==> config.mk <==
export PLATFORM = sky130hd
export DESIGN_NAME = rotary_decoder
export DESIGN_NICKNAME = d
export VERILOG_FILES = /design/src/rtl/rotary_pkg.sv /design/src/rtl/rotary_channel.sv /design/src/rtl/rotary_decoder.sv
export SDC_FILE = /design/constraint.sdc
export NUM_CORES = 1
export LEC_CHECK = 0
export BUFFER_PORTS_ARGS = -buffer_cell sky130_fd_sc_hd__buf_2
export CAP_MARGIN = 10
export CORE_MARGIN = 3
export CORE_UTILIZATION = 43
export CTS_CLUSTER_SIZE = 10
export DETAILED_ROUTE_END_ITERATION = 12
export PLACE_DENSITY = 0.59
export SYNTH_ARGS = -nofsm -noshare
export SYNTH_HDL_FRONTEND = slang
export SYNTH_SLANG_ARGS = --single-unit
==> constraint.sdc <==
create_clock -name clock -period 8.98 [get_ports clock]
set_clock_uncertainty 0.1 [all_clocks]
set_input_delay 0.898 -clock clock [delete_from_list [all_inputs] [get_ports clock]]
set_output_delay 0.898 -clock clock [all_outputs]
set_load 0.01 [all_outputs]
==> src/rtl/rotary_pkg.sv <==
// Shared types and helpers for the quadrature rotary decoder.
// Latency: none (types, constants and a combinational lookup only).
// Backpressure: none.
package rotary_pkg;

    // Flops between the raw pin and the filter.
    localparam int SYNC_STAGES = 2;

    // Channel tracking state.
    typedef enum logic {
        ST_UNINIT = 1'b0,
        ST_TRACK  = 1'b1
    } chan_state_t;

    // Classification of one filtered AB transition.
    typedef enum logic [1:0] {
        QS_NONE    = 2'd0,
        QS_FWD     = 2'd1,
        QS_REV     = 2'd2,
        QS_ILLEGAL = 2'd3
    } qstep_t;

    // Quarter-step lookup indexed by {prev_ab, cur_ab}.
    // Forward (clockwise) order is 00 -> 10 -> 11 -> 01 -> 00.
    function automatic qstep_t quad_step(input logic [3:0] prev_cur);
        qstep_t step;
        case (prev_cur)
            4'b0010, 4'b1011, 4'b1101, 4'b0100: step = QS_FWD;
            4'b0001, 4'b0111, 4'b1110, 4'b1000: step = QS_REV;
            4'b0011, 4'b1100, 4'b0110, 4'b1001: step = QS_ILLEGAL;
            default:                            step = QS_NONE;
        endcase
        return step;
    endfunction

endpackage

==> src/rtl/rotary_channel.sv <==
// One encoder channel: 2-flop synchroniser, per-bit debounce, quadrature FSM, detent accumulator, position.
// Latency: a clean pin edge yields step_event FILTER_CYCLES+3 edges after it is first sampled.
// Backpressure: none; pins are sampled every cycle and events are single-cycle pulses.
module rotary_channel
    import rotary_pkg::*;
#(
    parameter int FILTER_CYCLES    = 4,
    parameter int STEPS_PER_DETENT = 4,
    parameter int POS_WIDTH        = 16,
    parameter int SATURATE         = 0
) (
    input  logic                 clock,
    input  logic                 reset,
    input  logic [1:0]           rotary_in,
    input  logic                 position_clear,
    output logic                 step_event,
    output logic                 step_right,
    output logic                 error_event,
    output logic [POS_WIDTH-1:0] position
);

    localparam int                      CNT_W    = 8;
    localparam logic [CNT_W-1:0]        CNT_LAST = CNT_W'(FILTER_CYCLES - 1);
    localparam logic signed [3:0]       SPD_POS  = 4'(STEPS_PER_DETENT);
    localparam logic signed [3:0]       SPD_NEG  = -SPD_POS;
    localparam logic [POS_WIDTH-1:0]    POS_MAX  = {1'b0, {(POS_WIDTH-1){1'b1}}};
    localparam logic [POS_WIDTH-1:0]    POS_MIN  = {1'b1, {(POS_WIDTH-1){1'b0}}};

    logic [SYNC_STAGES-1:0][1:0] sync_q;
    logic [1:0]                  synced_ab;
    logic [1:0]                  stable_ab;
    logic [1:0]                  stable_vld;

    // Shift raw pins through the synchroniser chain.
    always_ff @(posedge clock or posedge reset) begin
        if (reset) begin
            sync_q <= '0;
        end else begin
            sync_q <= {sync_q[SYNC_STAGES-2:0], rotary_in};
        end
    end

    assign synced_ab = sync_q[SYNC_STAGES-1];

    for (genvar b = 0; b < 2; b++) begin : g_filt
        logic             bit_stable;
        logic             bit_vld;
        logic [CNT_W-1:0] bit_cnt;

        // Accept a new bit value only after FILTER_CYCLES consecutive differing samples;
        // before the first acceptance, track the synced value and count how long it holds.
        always_ff @(posedge clock or posedge reset) begin
            if (reset) begin
                bit_stable <= 1'b0;
                bit_vld    <= 1'b0;
                bit_cnt    <= '0;
            end else if (!bit_vld) begin
                if (synced_ab[b] != bit_stable) begin
                    bit_stable <= synced_ab[b];
                    bit_cnt    <= '0;
                end else if (bit_cnt == CNT_LAST) begin
                    bit_vld <= 1'b1;
                    bit_cnt <= '0;
                end else begin
                    bit_cnt <= bit_cnt + CNT_W'(1);
                end
            end else if (synced_ab[b] == bit_stable) begin
                bit_cnt <= '0;
            end else if (bit_cnt == CNT_LAST) begin
                bit_stable <= synced_ab[b];
                bit_cnt    <= '0;
            end else begin
                bit_cnt <= bit_cnt + CNT_W'(1);
            end
        end

        assign stable_ab[b]  = bit_stable;
        assign stable_vld[b] = bit_vld;
    end

    chan_state_t          state_q, state_d;
    logic [1:0]           prev_q, prev_d;
    logic signed [2:0]    acc_q, acc_d;
    logic [POS_WIDTH-1:0] pos_q, pos_d;
    logic                 step_ev_q, step_ev_d;
    logic                 step_rt_q, step_rt_d;
    logic                 err_ev_q, err_ev_d;
    logic signed [3:0]    acc_sum;
    qstep_t               qs;

    // State and datapath registers for the decoder.
    always_ff @(posedge clock or posedge reset) begin
        if (reset) begin
            state_q   <= ST_UNINIT;
            prev_q    <= 2'b00;
            acc_q     <= '0;
            pos_q     <= '0;
            step_ev_q <= 1'b0;
            step_rt_q <= 1'b0;
            err_ev_q  <= 1'b0;
        end else begin
            state_q   <= state_d;
            prev_q    <= prev_d;
            acc_q     <= acc_d;
            pos_q     <= pos_d;
            step_ev_q <= step_ev_d;
            step_rt_q <= step_rt_d;
            err_ev_q  <= err_ev_d;
        end
    end

    // Classify the filtered transition, accumulate quarter-steps and update position.
    always_comb begin
        state_d   = state_q;
        prev_d    = prev_q;
        acc_d     = acc_q;
        pos_d     = pos_q;
        step_ev_d = 1'b0;
        step_rt_d = step_rt_q;
        err_ev_d  = 1'b0;
        acc_sum   = $signed({acc_q[2], acc_q});
        qs        = QS_NONE;

        case (state_q)
            ST_UNINIT: begin
                // First trusted value is only a reference point, never a step.
                if (&stable_vld) begin
                    prev_d  = stable_ab;
                    state_d = ST_TRACK;
                end
            end
            ST_TRACK: begin
                prev_d = stable_ab;
                qs     = quad_step({prev_q, stable_ab});
                case (qs)
                    QS_FWD:  acc_sum = $signed({acc_q[2], acc_q}) + 4'sd1;
                    QS_REV:  acc_sum = $signed({acc_q[2], acc_q}) - 4'sd1;
                    default: acc_sum = $signed({acc_q[2], acc_q});
                endcase
                if (qs == QS_ILLEGAL) begin
                    // A skipped state means the direction is unknown: drop partial progress.
                    err_ev_d = 1'b1;
                    acc_d    = '0;
                end else if (acc_sum == SPD_POS) begin
                    step_ev_d = 1'b1;
                    step_rt_d = 1'b1;
                    acc_d     = '0;
                    if (!(SATURATE != 0 && pos_q == POS_MAX)) begin
                        pos_d = pos_q + POS_WIDTH'(1);
                    end
                end else if (acc_sum == SPD_NEG) begin
                    step_ev_d = 1'b1;
                    step_rt_d = 1'b0;
                    acc_d     = '0;
                    if (!(SATURATE != 0 && pos_q == POS_MIN)) begin
                        pos_d = pos_q - POS_WIDTH'(1);
                    end
                end else begin
                    acc_d = acc_sum[2:0];
                end
            end
            default: state_d = ST_UNINIT;
        endcase

        // Clear overrides any step on the same cycle, but leaves the accumulator alone.
        if (position_clear) begin
            pos_d = '0;
        end
    end

    assign step_event  = step_ev_q;
    assign step_right  = step_rt_q;
    assign error_event = err_ev_q;
    assign position    = pos_q;

endmodule

==> src/rtl/rotary_decoder.sv <==
// Multi-channel quadrature decoder: NUM_CH independent rotary_channel instances on flattened buses.
// Latency: a clean pin edge yields step_event FILTER_CYCLES+3 edges after it is first sampled.
// Backpressure: none; pins are sampled every cycle and events are single-cycle pulses.
module rotary_decoder #(
    parameter int NUM_CH           = 2,
    parameter int FILTER_CYCLES    = 4,
    parameter int STEPS_PER_DETENT = 4,
    parameter int POS_WIDTH        = 16,
    parameter int SATURATE         = 0
) (
    input  logic                        clock,
    input  logic                        reset,
    input  logic [2*NUM_CH-1:0]         rotary_in,
    input  logic [NUM_CH-1:0]           position_clear,
    output logic [NUM_CH-1:0]           step_event,
    output logic [NUM_CH-1:0]           step_right,
    output logic [NUM_CH-1:0]           error_event,
    output logic [NUM_CH*POS_WIDTH-1:0] position
);

    for (genvar ch = 0; ch < NUM_CH; ch++) begin : g_chan
        rotary_channel #(
            .FILTER_CYCLES    (FILTER_CYCLES),
            .STEPS_PER_DETENT (STEPS_PER_DETENT),
            .POS_WIDTH        (POS_WIDTH),
            .SATURATE         (SATURATE)
        ) u_chan (
            .clock          (clock),
            .reset          (reset),
            .rotary_in      (rotary_in[2*ch +: 2]),
            .position_clear (position_clear[ch]),
            .step_event     (step_event[ch]),
            .step_right     (step_right[ch]),
            .error_event    (error_event[ch]),
            .position       (position[ch*POS_WIDTH +: POS_WIDTH])
        );
    end

endmodule

---- After elaboration in Yosys (flattened, before gate mapping) ----
Memory sizes are Yosys's and may differ from the RTL's.
Cells that the tools add are included.
operators by class
  $add $sub $neg .......................... 12
  eq/ne operators ......................... 34
  muxes and demuxes ....................... 90
  bitwise operators ....................... 4
  reduce and logical (&&, ||, !) cells .... 20
operators by type and width
  kind                   count
  $mux 16                10
  $mux 8                 16
  $mux 1                 48
  $add 16x1->16 const B  2
  $add 8x1->8 const B    4
  $eq 8x2->1 const B     4
  $sub 16x1->16 const B  2
  $reduce_and 3->1       8
  $ne 2x2->1 const B     10
  $mux 3                 6
  $pmux 4 s2             2
  $reduce_bool 2->1      8
  $add 3x2->4 const B    2
  $eq 2x2->1 const B     4
  $eq 4x3->1 const B     2
  $eq 4x4->1 const B     2
  $mux 2                 4
  $mux 4                 2
  $pmux 2 s2             2
  $sub 3x2->4 const B    2
  $reduce_bool 3->1      2
  $eq 1x1->1             4
  $eq 2x1->1 const B     2
  $ne 1x1->1             4
  other kinds (3)        8
word-level totals
  register bits ........................... 98
  ROM bits ................................ 64
  bits of input ports ..................... 8
  output and inout bits ................... 38
  logic and storage cells ................. 192
  memories kept ........................... 2
memories
  memory           words  bits a word  read ports  clocked after memory_dff  wr ports  RTL line          RTL
  (no name shown)  16     2            1           0                         0         rotary_pkg.sv:27  case (prev_cur)
  (no name shown)  16     2            1           0                         0         rotary_pkg.sv:27

---- Longest topological paths before layout ----
An unclocked memory read counts as a cell.
  depth after elaboration ................. 11
  depth in mapped cells ................... 20
  mapped depth without buffers ............ 19

---- Modules after synthesis ----
Synthesis repeated with hierarchy kept, for this count alone.
second synthesis, totals
  cell total of the unflattened synthesis .. 620
  area, all modules ....................... 5994.5 um2
by module, submodules not included
  module                              times used  cells each  area an instance (um2)
  rotary_channel at g_chan[0].u_chan  1           320         3072.9
  rotary_channel at g_chan[1].u_chan  1           300         2921.6

---- Worst setup path before layout ----
Ideal clock, no wire load.
  path kind ............................... register to register
  start point ............................. register g_chan[1].u_chan.g_filt[1].bit_stable
  end point ............................... register g_chan[1].u_chan.pos_q[15]
  library setup time ...................... 127 ps
  data arrival time ....................... 4484 ps
  data required time ...................... 8753 ps
  path slack .............................. 4269 ps
  cell stages (with the launch flop) ...... 19
  path buffers ............................ 1
  period minus slack after synthesis ...... 4711 ps
  cells stage by stage .................... dfrtp_1 clkbuf_1 nor2_1 o31ai_1 ha_1 xor2_1 ha_1 a21oi_1 mux2i_1 xor2_1 or3_1 ha_1 o211ai_1 o21a_1 a211oi_1 o21ai_0 a211o_1 nand2_1 mux2_1
on the way
  cells in the longest elaborated chain, start to end .. 10
  elaborated cells between the ends (all ways) .. 16
  those cells by class .................... eq/ne: 6; mux: 7; reduce/logical: 2; memory: 1
ends and longest elaborated chain
  what                                             RTL line               RTL
  start: declaration                               rotary_channel.sv:46   logic bit_stable;
  start signal: assignment                         rotary_channel.sv:59   bit_stable <= synced_ab[b];
  start signal: assignment                         rotary_channel.sv:70   bit_stable <= synced_ab[b];
  $mem_v2 16x2 *                                   --
  $mux 2 *                                         rotary_channel.sv:124  case (state_q)
  $eq 2x2->1 / $eq 2x1->1 (equally long branches)  rotary_channel.sv:135  case (qs)
  $pmux 4 s2                                       rotary_channel.sv:135
  $mux 4                                           rotary_channel.sv:124
  $eq 4x4->1                                       rotary_channel.sv:144  end else if (acc_sum == SPD_POS) begin
  $mux 16                                          rotary_channel.sv:144
  $mux 16                                          rotary_channel.sv:140  if (qs == QS_ILLEGAL) begin
  $mux 16                                          rotary_channel.sv:124
  $mux 16                                          rotary_channel.sv:166  if (position_clear) begin
  end signal: assignment                           rotary_channel.sv:105  pos_q <= pos_d;
  end: declaration                                 rotary_channel.sv:84   logic [POS_WIDTH-1:0] pos_q, pos_d;
Mark *: on every way between the ends. The rest lies on a longest branch, timed or not. The select of a mux whose other input is x is not followed.
A chain may end at the register's enable or synchronous reset.

---- Worst setup path in the final report ----
  start point ............................. register g_chan[0].u_chan.g_filt[0].bit_stable
  end point ............................... register g_chan[0].u_chan.pos_q[13]
on the way
  cells in the longest elaborated chain, start to end .. 10
  elaborated cells between the ends (all ways) .. 16
  those cells by class .................... eq/ne: 6; mux: 7; reduce/logical: 2; memory: 1
ends and longest elaborated chain
  what                                             RTL line
  start: declaration                               rotary_channel.sv:46
  start signal: assignment                         rotary_channel.sv:59
  start signal: assignment                         rotary_channel.sv:70
  $mem_v2 16x2 *                                   --
  $mux 2 *                                         rotary_channel.sv:124
  $eq 2x2->1 / $eq 2x1->1 (equally long branches)  rotary_channel.sv:135
  $pmux 4 s2                                       rotary_channel.sv:135
  $mux 4                                           rotary_channel.sv:124
  $eq 4x4->1                                       rotary_channel.sv:144
  $mux 16                                          rotary_channel.sv:144
  $mux 16                                          rotary_channel.sv:140
  $mux 16                                          rotary_channel.sv:124
  $mux 16                                          rotary_channel.sv:166
  end signal: assignment                           rotary_channel.sv:105
  end: declaration                                 rotary_channel.sv:84
Marked as above.

==> flow_summary.ini <==
[timing]
setup_viol = 0
fmax_mhz = 193
period_needed_ns = 5.18
tightestPinTransition_ns = 0.754
rsz0062_at_grt = false
fin_crit_sh_pct = 57.7
maxSlewHeadroom_pct = 49.6
hold_viol = 0
maxSlewViolCount = 0
finalSetupTns_ns = 0

[global_route]
grt_max_degree = 53
grt_usage_pct = 15.7
antenna_found_initial = 0
grt_pass1_vias = 4195
grt_pass1_wl_um = 19100
overflow = 0

[worst_hold_path]
hold_path_class = reg2reg
min_from = g_chan[1].u_chan.sync_q[0]$_DFF_PP0_

[synth]
syn-cell-area_mm2 = 0.00584
ys_seq_area_share_pct = 42.0
yosys.cell_count.top_type = dfrtp_1
synthCells = 600
synth_top_area_share_pct = 42.0
ys_top_cells_by_area = dfrtp_1, ha_1, xor2_1
ys_seq_elements = 98
synthArstFlopShare_pct = 100
synth_edf_count = 0
syn_avg_cell_area_um2 = 9.74
ys_types = 60
synth_ff_type = dfrtp_1
synth.largest_area_cell = dfrtp_1
synth_commonest_cells = dfrtp_1, nor2_1, nand2_1
synth_fp_nets = 654
yosys_warnings = 0

[critical_path]
worst_r2r_path_depth = 19
cp-end-kind = flop
worstPathMaxFanout = 17
path_class = reg2reg
worstPathRequired_ns = 9.14
start_kind = flop
r2r_end = g_chan[0].u_chan.position[13]$_DFFE_PP0P_
crit_end = g_chan[0].u_chan.position[13]$_DFFE_PP0P_
r2r_slack_ns = 3.80
startpoint = g_chan[0].u_chan.g_filt[0].bit_stable$_DFFE_PP0P_
timing.rr.start = g_chan[0].u_chan.g_filt[0].bit_stable$_DFFE_PP0P_
crit_slowest_cell = ha_1
cp.arrival_ns = 5.34
cp_cell_sequence = nand2_1 -> o21ai_0 -> o21ai_0 -> ha_1 -> xor2_1 -> ha_1 -> a21oi_1 -> xor2_1 -> nor2_1 -> xor2_1 -> nand3_1 -> ha_1 -> a21o_1 -> a21oi_1 -> a31oi_1 -> a2111oi_0 -> o21bai_1 -> xnor2_1 -> a211oi_1
crit_path_max_incr_delay_ns = 0.58

[clock_network]
cts_buffers = 9
cts_root_buffer = clkbuf_16
cts_tree = built
clkLatencyLatePin_ns = 0.35
max-clock-path-buffers = 2
hold_buffers = 0
cts.sinks = 98
cts_resized = 0
htreeDepth = 3
cts_post_setup_buffers_inserted = 0
clk_pin_slew_ns = 0.07

[cells_and_area]
seqCellArea_mm2 = 0.00245
antennaDiodeCount = 0
drive_gt1_share_pct = 12.1
multi_input_area_mm2 = 0.00319
final_nets = 687
areaGrowthSynthToFinish_pct = 10.2
fillers = 1207

[status]
outcome = completed

[flow_run]
cap_violations = 0

[detailed_routing]
viasPerCell = 5.37
wl_um = 11000
drt_iter0_markers = 167
ant_nets = 0
avgRoutedWirePerCell_um = 13.6
dr_total_vias = 4347
dr.pass1.iters = 4
drc = 0

[floorplan]
fp.coreArea_mm2 = 0.0129
die_x_um = 123
start_util_pct = 45.2
ios = 46
die-area_mm2 = 0.0150
die_y_um = 123
row_count = 41

[placed_design]
hpwl_um = 7720
place_congestion = 0.935
place.port_buffers = 45
[state kept, by name (all words and copies together), names as in the netlist]
| signal | cells |
|---|---|
| g_chan.u_chan.acc_q | 6 |
| g_chan.u_chan.error_event | 2 |
| g_chan.u_chan.g_filt.bit_cnt | 32 |
| g_chan.u_chan.g_filt.bit_stable | 4 |
| g_chan.u_chan.g_filt.bit_vld | 4 |
| g_chan.u_chan.position | 32 |
| g_chan.u_chan.prev_q | 4 |
| g_chan.u_chan.state_q | 2 |
| g_chan.u_chan.step_event | 2 |
| g_chan.u_chan.step_right | 2 |
| g_chan.u_chan.sync_q | 4 |
| g_chan.u_chan.synced_ab | 4 |
[per-layer routing]
metal | global-route usage (%) | up-vias | wire, µm
li1 | - | 2185 | -
met2 | 25.9 | 68 | 5340
met5 | 0 | - | 0
met4 | 7.28 | 0 | 204
met1 | 20.3 | 2079 | 5080
met3 | 2.67 | 15 | 389
[worst min path at each step]
stage	end	slack, ns	cells after the start
after floorplan	g_chan[0].u_chan.synced_ab[0]$_DFF_PP0_	0.23	0
after CTS	g_chan[1].u_chan.synced_ab[0]$_DFF_PP0_	0.25	0
after global placement	g_chan[0].u_chan.synced_ab[0]$_DFF_PP0_	0.24	0
final	g_chan[1].u_chan.synced_ab[0]$_DFF_PP0_	0.25	0
after detailed placement	g_chan[1].u_chan.synced_ab[0]$_DFF_PP0_	0.24	0
after global routing	g_chan[0].u_chan.synced_ab[0]$_DFF_PP0_	0.26	0
[critical path, delay by kind of cell (launching register included)]
kind	cells	cell delay [ns]
flip-flops	1	0.47
AND/OR/NAND/NOR	3	0.81
AO/OA/AOI/OAI	9	1.94
XOR/XNOR	4	0.68
adder cells (fa/ha/maj)	3	1.08
[per-stage QoR]
step | std cells | utilization (%) | worst slack (ns) | hold WS [ns] | cell area (µm²)
detailed placement | 794 | 47.5 | 3.81 | 0.236 | 6140
global route | 809 | 49.8 | 3.21 | 0.257 | 6440
CTS | 809 | 49.8 | 3.79 | 0.250 | 6440
global placement | 794 | 47.5 | 3.96 | 0.235 | 6140
finish | 809 | 49.8 | 3.80 | 0.247 | 6440
floorplan | 600 | - | 4.27 | 0.231 | 5840
[cell families (layout without fill, tap and decap cells)]
kind of cell / after synthesis / count (layout) / synth area share, %
AND/OR/NAND/NOR: 209 / 209 / 17.3
AO/OA/AOI/OAI: 129 / 129 / 14.3
adder cells (fa/ha/maj): 46 / 46 / 10.1
flip-flops: 98 / 98 / 42.0
XOR/XNOR: 62 / 62 / 9.30
buffers and inverters: 36 / 73 / 3.36
multiplexers: 20 / 20 / 3.66
[layout by cell type, fill, tap and decap left out, types with 7 or more instances in the layout]
master and count:
xor2_1 33, dfrtp_1 98, o21ai_0 22, xnor2_1 29, a211oi_1 11, nor3_1 10, nor2_1 64, buf_2 45
inv_1 10, o21bai_1 8, nand3_1 28, o21a_1 10, nor2b_1 8, mux2_2 9, a21oi_1 40, mux2i_1 9
a21o_1 7, ha_1 44, clkbuf_16 9, a31oi_1 8, nand2_1 54, and3_1 13
[layout make-up]
class                      count  share of cell area, %
multi-input combinational    466                   49.6
sequential                    98                   38.1
clock buffer                  11                   3.77
timing repair buffer          46                   3.62
tap                          172                   3.34
clock inverter                 4                  0.816
inverter                      12                  0.739
Power is left out: the tool's default activity adds up to more than one toggle a clock period on the data nets, which glitch-free logic cannot reach.
